==> src/rtl/register_file_pkg.sv <==
// register_file_pkg: shared widths and types for the rename-tagged register file
package register_file_pkg;
  localparam int NUM_REGS = 32;
  localparam int DATA_W = 32;
  localparam int TAG_W = 4;
  localparam int REG_W = $clog2(NUM_REGS);
  typedef logic [DATA_W-1:0] data_t;
  typedef logic [TAG_W-1:0] tag_t;
  typedef logic [REG_W-1:0] reg_t;
endpackage

==> src/rtl/register_file_if.sv <==
// register_file_if: rename (ID), commit (CDB) and dispatch lookup signals; master drives, slave is the register file
interface register_file_if;
  import register_file_pkg::*;
  logic ID_valid;
  reg_t ID_dest_reg;
  tag_t ID_tag;
  logic CDB_valid;
  reg_t CDB_reg_dest;
  tag_t CDB_tag;
  data_t CDB_data;
  reg_t dispatch_reg1_addr;
  reg_t dispatch_reg2_addr;
  logic dispatch_reg1_busy;
  logic dispatch_reg2_busy;
  tag_t dispatch_reg1_tag;
  tag_t dispatch_reg2_tag;
  data_t dispatch_reg1_data;
  data_t dispatch_reg2_data;
  modport master(
    output ID_valid, ID_dest_reg, ID_tag, CDB_valid, CDB_reg_dest, CDB_tag, CDB_data,
    output dispatch_reg1_addr, dispatch_reg2_addr,
    input dispatch_reg1_busy, dispatch_reg2_busy, dispatch_reg1_tag, dispatch_reg2_tag,
    input dispatch_reg1_data, dispatch_reg2_data
  );
  modport slave(
    input ID_valid, ID_dest_reg, ID_tag, CDB_valid, CDB_reg_dest, CDB_tag, CDB_data,
    input dispatch_reg1_addr, dispatch_reg2_addr,
    output dispatch_reg1_busy, dispatch_reg2_busy, dispatch_reg1_tag, dispatch_reg2_tag,
    output dispatch_reg1_data, dispatch_reg2_data
  );
endinterface

==> src/rtl/register_file_read.sv <==
// register_file_read: one combinational operand lookup with commit bypass (addr, state arrays, cdb in; busy/tag/data out)
module register_file_read
  import register_file_pkg::*;
(
  input  reg_t                addr,
  input  logic [NUM_REGS-1:0] busy,
  input  tag_t                tags [NUM_REGS],
  input  data_t               data [NUM_REGS],
  input  logic                cdb_valid,
  input  reg_t                cdb_reg_dest,
  input  tag_t                cdb_tag,
  input  data_t               cdb_data,
  output logic                rd_busy,
  output tag_t                rd_tag,
  output data_t               rd_data
);
  logic hit;
  logic zero;
  always_comb begin
    zero = addr == '0;
    hit = busy[addr] && cdb_valid && cdb_reg_dest == addr && cdb_tag == tags[addr];
    rd_busy = !zero && busy[addr] && !hit;
    rd_tag = rd_busy ? tags[addr] : '0;
    rd_data = (zero || rd_busy) ? '0 : hit ? cdb_data : data[addr];
  end
endmodule

==> src/rtl/register_file.sv <==
// register_file: architectural registers with rename tags (clk, rst, rdy, clear, bus: rename/commit/dispatch lookup)
module register_file
  import register_file_pkg::*;
(
  input logic           clk,
  input logic           rst,
  input logic           rdy,
  input logic           clear,
  register_file_if.slave bus
);
  data_t data [NUM_REGS];
  tag_t tags [NUM_REGS];
  logic [NUM_REGS-1:0] busy;
  logic rename;
  logic commit;
  logic retire;
  always_comb begin
    rename = bus.ID_valid && bus.ID_dest_reg != '0;
    commit = bus.CDB_valid && bus.CDB_reg_dest != '0;
    retire = commit && busy[bus.CDB_reg_dest] && tags[bus.CDB_reg_dest] == bus.CDB_tag
             && !(rename && bus.ID_dest_reg == bus.CDB_reg_dest);
  end
  always_ff @(posedge clk) begin
    if (rst) begin
      busy <= '0;
      for (int i = 0; i < NUM_REGS; i++) begin
        data[i] <= '0;
        tags[i] <= '0;
      end
    end else if (rdy) begin
      if (commit) data[bus.CDB_reg_dest] <= bus.CDB_data;
      if (clear) begin
        busy <= '0;
        for (int i = 0; i < NUM_REGS; i++) tags[i] <= '0;
      end else begin
        if (retire) busy[bus.CDB_reg_dest] <= 1'b0;
        if (rename) begin
          busy[bus.ID_dest_reg] <= 1'b1;
          tags[bus.ID_dest_reg] <= bus.ID_tag;
        end
      end
    end
  end
  register_file_read port1 (
    .addr(bus.dispatch_reg1_addr), .busy(busy), .tags(tags), .data(data),
    .cdb_valid(bus.CDB_valid), .cdb_reg_dest(bus.CDB_reg_dest), .cdb_tag(bus.CDB_tag), .cdb_data(bus.CDB_data),
    .rd_busy(bus.dispatch_reg1_busy), .rd_tag(bus.dispatch_reg1_tag), .rd_data(bus.dispatch_reg1_data)
  );
  register_file_read port2 (
    .addr(bus.dispatch_reg2_addr), .busy(busy), .tags(tags), .data(data),
    .cdb_valid(bus.CDB_valid), .cdb_reg_dest(bus.CDB_reg_dest), .cdb_tag(bus.CDB_tag), .cdb_data(bus.CDB_data),
    .rd_busy(bus.dispatch_reg2_busy), .rd_tag(bus.dispatch_reg2_tag), .rd_data(bus.dispatch_reg2_data)
  );
endmodule

==> src/flat_wrapper.sv <==
// flat-port wrapper written by rule: the top's interface ports become plain ports
module register_file_flat import register_file_pkg::*;
  (clk, rst, rdy, clear, bus_ID_valid, bus_ID_dest_reg, bus_ID_tag, bus_CDB_valid, bus_CDB_reg_dest, bus_CDB_tag, bus_CDB_data, bus_dispatch_reg1_addr, bus_dispatch_reg2_addr, bus_dispatch_reg1_busy, bus_dispatch_reg2_busy, bus_dispatch_reg1_tag, bus_dispatch_reg2_tag, bus_dispatch_reg1_data, bus_dispatch_reg2_data);
  register_file_if bus_i ();
  input logic clk;
  input logic rst;
  input logic rdy;
  input logic clear;
  input wire logic [$bits(bus_i.ID_valid)-1:0] bus_ID_valid;
  input wire logic [$bits(bus_i.ID_dest_reg)-1:0] bus_ID_dest_reg;
  input wire logic [$bits(bus_i.ID_tag)-1:0] bus_ID_tag;
  input wire logic [$bits(bus_i.CDB_valid)-1:0] bus_CDB_valid;
  input wire logic [$bits(bus_i.CDB_reg_dest)-1:0] bus_CDB_reg_dest;
  input wire logic [$bits(bus_i.CDB_tag)-1:0] bus_CDB_tag;
  input wire logic [$bits(bus_i.CDB_data)-1:0] bus_CDB_data;
  input wire logic [$bits(bus_i.dispatch_reg1_addr)-1:0] bus_dispatch_reg1_addr;
  input wire logic [$bits(bus_i.dispatch_reg2_addr)-1:0] bus_dispatch_reg2_addr;
  output wire logic [$bits(bus_i.dispatch_reg1_busy)-1:0] bus_dispatch_reg1_busy;
  output wire logic [$bits(bus_i.dispatch_reg2_busy)-1:0] bus_dispatch_reg2_busy;
  output wire logic [$bits(bus_i.dispatch_reg1_tag)-1:0] bus_dispatch_reg1_tag;
  output wire logic [$bits(bus_i.dispatch_reg2_tag)-1:0] bus_dispatch_reg2_tag;
  output wire logic [$bits(bus_i.dispatch_reg1_data)-1:0] bus_dispatch_reg1_data;
  output wire logic [$bits(bus_i.dispatch_reg2_data)-1:0] bus_dispatch_reg2_data;
  assign bus_i.ID_valid = bus_ID_valid;
  assign bus_i.ID_dest_reg = bus_ID_dest_reg;
  assign bus_i.ID_tag = bus_ID_tag;
  assign bus_i.CDB_valid = bus_CDB_valid;
  assign bus_i.CDB_reg_dest = bus_CDB_reg_dest;
  assign bus_i.CDB_tag = bus_CDB_tag;
  assign bus_i.CDB_data = bus_CDB_data;
  assign bus_i.dispatch_reg1_addr = bus_dispatch_reg1_addr;
  assign bus_i.dispatch_reg2_addr = bus_dispatch_reg2_addr;
  assign bus_dispatch_reg1_busy = bus_i.dispatch_reg1_busy;
  assign bus_dispatch_reg2_busy = bus_i.dispatch_reg2_busy;
  assign bus_dispatch_reg1_tag = bus_i.dispatch_reg1_tag;
  assign bus_dispatch_reg2_tag = bus_i.dispatch_reg2_tag;
  assign bus_dispatch_reg1_data = bus_i.dispatch_reg1_data;
  assign bus_dispatch_reg2_data = bus_i.dispatch_reg2_data;
  register_file u_core (.clk(clk), .rst(rst), .rdy(rdy), .clear(clear), .bus(bus_i));
endmodule
==> config.mk <==
export PLATFORM = sky130hd
export DESIGN_NAME = register_file_flat
export DESIGN_NICKNAME = d
export VERILOG_FILES = /design/src/rtl/register_file_pkg.sv /design/src/rtl/register_file_if.sv /design/src/rtl/register_file_read.sv /design/src/rtl/register_file.sv /design/src/flat_wrapper.sv
export SDC_FILE = /design/constraint.sdc
export NUM_CORES = 2
export LEC_CHECK = 0
export CAP_MARGIN = 40
export CORE_MARGIN = 5
export CORE_UTILIZATION = 55
export DETAILED_ROUTE_END_ITERATION = 10
export PLACE_DENSITY_LB_ADDON = 0.08
export SLEW_MARGIN = 15
export SYNTH_ARGS = -nofsm -noshare
export SYNTH_HDL_FRONTEND = slang
export SYNTH_SLANG_ARGS = --single-unit
==> constraint.sdc <==
create_clock -name clk -period 8.12 [get_ports clk]
set_input_delay 0.812 -clock clk [delete_from_list [all_inputs] [get_ports clk]]
set_output_delay 0.812 -clock clk [all_outputs]
set_load 0.03 [all_outputs]
==> impl_metrics.json <==
{
  "ir_worst_vdd_uv": 284.7,
  "yosys_most_used_dff": "dfxtp_1",
  "critPathMaxFanout": 80,
  "postSynth.asyncResetShare_pct": 0,
  "cts_tree": "done",
  "synth.distinct_cells": 61,
  "synth.most_common_cell": "nand2_1",
  "die_h_microns": 348.4,
  "cp-end-kind": "primary output",
  "ys_ff_latch": 1184,
  "insertion_delay_ns": 0.79,
  "syn_to_final_growth_pct": 10.79,
  "hp-start": "u_core.data[414]$_SDFFE_PP0P_",
  "grt.total_usage_pct": 39.31,
  "power.density_nw_per_um2": 186.9,
  "synth_common_cells": "nand2_1 (2092), dfxtp_1 (1184), a21oi_1 (1001)",
  "slew_headroom_pct": 23.85,
  "postLayoutCoreUtil_pct": 61.20,
  "power_mw": 13.04,
  "rows": 124,
  "netSwitchingPower_mw": 3.244,
  "startpoint_type": "primary input",
  "detail_route.wl_per_cell_microns": 30.40,
  "grt-ovfl-total": 0,
  "setup_violations": 0,
  "period_share_pct": 80.66,
  "die_w_microns": 348.4,
  "seqPwrFrac_pct": 44.8,
  "hold_path.class": "flip-flop to flip-flop",
  "core_area_sq_um": 114000,
  "ff_latch_area_sq_um": 23700,
  "ant_nets": 0,
  "drive_above_1_share_pct": 18.42,
  "drv_cap": 0,
  "synth_fp_nets": 6783,
  "initial_utilization_pct": 55.24,
  "finalNonFillerCells": 8069,
  "rr_worst_depth": 9,
  "pre_cts_ws_ns": 1.682,
  "place.gp.congestion": 0.9565,
  "cts_buffers": 131,
  "tightest_slew_ns": 1.142,
  "dp_hpwl_mm": 142.9,
  "yosysSeqAreaShare_pct": 37.63,
  "startpoint": "bus_dispatch_reg1_addr[0]",
  "h-tree-depth": 4,
  "cts_sinks": 1184,
  "place_inst": 7827,
  "ios": 140,
  "clk_pin_slew_ns": 0.06,
  "synth-edff-count": 0,
  "grt_first_pass_wirelength_mm": 354.7,
  "r2r-start": "u_core.tags[35]$_SDFFE_PP0P_",
  "rsz0062_at_grt": "false",
  "worstSetupPathType": "primary input to primary output",
  "max_freq_mhz": 152.7,
  "ys_warn_count": 0,
  "drtPass1Iterations": 8,
  "cts_setup_buffers": 0,
  "grt_pass1_vias": 51550,
  "syn_area_per_cell_sq_um": 9.379,
  "p_sw_share_pct": 24.87,
  "die_area_sq_um": 121400,
  "multi_input_area_sq_um": 36490,
  "period_needed_ns": 6.549,
  "grt_max_degree": 195,
  "drt_iter0_drc": 8275,
  "rrSetupSlack_ns": 5.16,
  "ctsHoldBuffers": 0,
  "viasPerCell": 6.775,
  "layout.nets": 6523,
  "required_ns": 7.31,
  "hold_violations": 0,
  "slew_viol_final": 0,
  "drc": 0,
  "syn_area_sq_um": 63000,
  "synth.top_cells.by_area": "dfxtp_1 (38%), mux4_2 (26%), nand2_1 (12%)",
  "wl_mm": 245.3,
  "r2r_end": "u_core.busy[9]$_SDFFE_PP0P_",
  "yosysTopAreaCellShare_pct": 37.63,
  "outcome": "completed",
  "clockBufferDepth": 3,
  "antenna_found_initial": 6,
  "n_fill_cell": 9618,
  "port_buffers": 139,
  "synth_top_cell_by_area": "dfxtp_1",
  "p_comb_share_pct": 7.5,
  "cts_resized": 0,
  "endpoint": "bus_dispatch_reg1_data[15]",
  "cts_root_buf": "clkbuf_16",
  "setup-tns-final_ns": 0,
  "finalWorstSetupSlack_ns": 1.571,
  "via_count": 54670,
  "netlist_instances": 6717,
  "pwr-share-clk_pct": 47.7,
  "p_leak_nw": 22.53,
  "skew_ns": 0.04692,
  "cp_data_arrival_time_ns": 5.74,
  "intPower_mw": 9.800
}
## kinds of logic (layout without fill, tap and decap cells)
family,Yosys count,count (layout),share of synthesized area [%]
compound gates,1211,1211,10.27
xor+xnor,24,24,0.3337
buf+inv,710,547,5.017
flops,1184,1184,37.63
mux,1006,1006,30.79
other cells,0,3,0
simple gates,2582,2582,15.96
## per-stage QoR
stage               area, sq um  hold slack (ns)
detailed placement        65200           0.4572
global placement          64590           0.4488
finish                    69790           0.4643
global route              69790           0.4784
floorplan                 63000           0.4429
CTS                       69630           0.4654
## per-layer routing
metal,up-vias,wire length [microns],GRT usage (%)
met3,837,33020,10.98
met5,-,0,0
met4,0,14700,19.19
li1,23200,-,-
met2,3840,107800,59.43
met1,26790,89810,52.54
## power by group through the flow
stage | clock network, mW | registers (mW) | logic [mW]
6_report | 6.22 | 5.85 | 0.981
5_1_grt | 6.48 | 5.85 | 1.01
3_3_place_gp | 0 | 5.97 | 0.924
2_1_floorplan | 0 | 5.97 | 0.662
3_5_place_dp | 0 | 5.97 | 0.954
4_1_cts | 6.25 | 5.85 | 0.955
## state kept, by name, summed over array words and instances (netlist names)
| name | flops |
|---|---|
| u_core.data | 1024 |
| u_core.tags | 128 |
| u_core.busy | 32 |
## layout by cell type (no fill, tap or decap), types with 32 or more instances in the layout
master / count
a21oi_1: 1000
buf_4: 134
clkbuf_16: 138
clkdlybuf4s50_1: 124
dfxtp_1: 1184
mux2i_1: 258
mux4_2: 733
nand2_1: 2061
nor2_1: 312
nor2b_1: 48
o2bb2ai_1: 32
## critical path: stages
cell,delay (ns)
buf_8,0.66
mux4_1,0.65
mux4_2,0.49
mux2i_1,0.42
xnor2_1,0.14
nor3_2,0.19
and3_2,0.67
buf_4,0.47
nand2_1,0.09
o21ai_1,0.22
clkdlybuf4s50_1,0.75
## final cells by class
type / instances / area share, %
antenna: 3 / 0.01076
clock buffer: 193 / 5.631
clock inverter: 37 / 0.7242
inverter: 6 / 0.03227
multi-input combinational: 4823 / 52.28
sequential: 1184 / 33.96
tap: 1512 / 2.711
timing repair buffer: 311 / 4.650
## how the worst min path moves through the flow
stage	slack, ns	end	cells past startpoint
finish	0.46	u_core.data[414]$_SDFFE_PP0P_	2
global route	0.48	u_core.data[568]$_SDFFE_PP0P_	2
CTS	0.47	u_core.data[61]$_SDFFE_PP0P_	2
detailed placement	0.46	u_core.data[291]$_SDFFE_PP0P_	2
global placement	0.45	u_core.data[225]$_SDFFE_PP0P_	2
floorplan	0.44	u_core.data[160]$_SDFFE_PP0P_	2
Note: power is estimated with default switching activity, not from simulation.
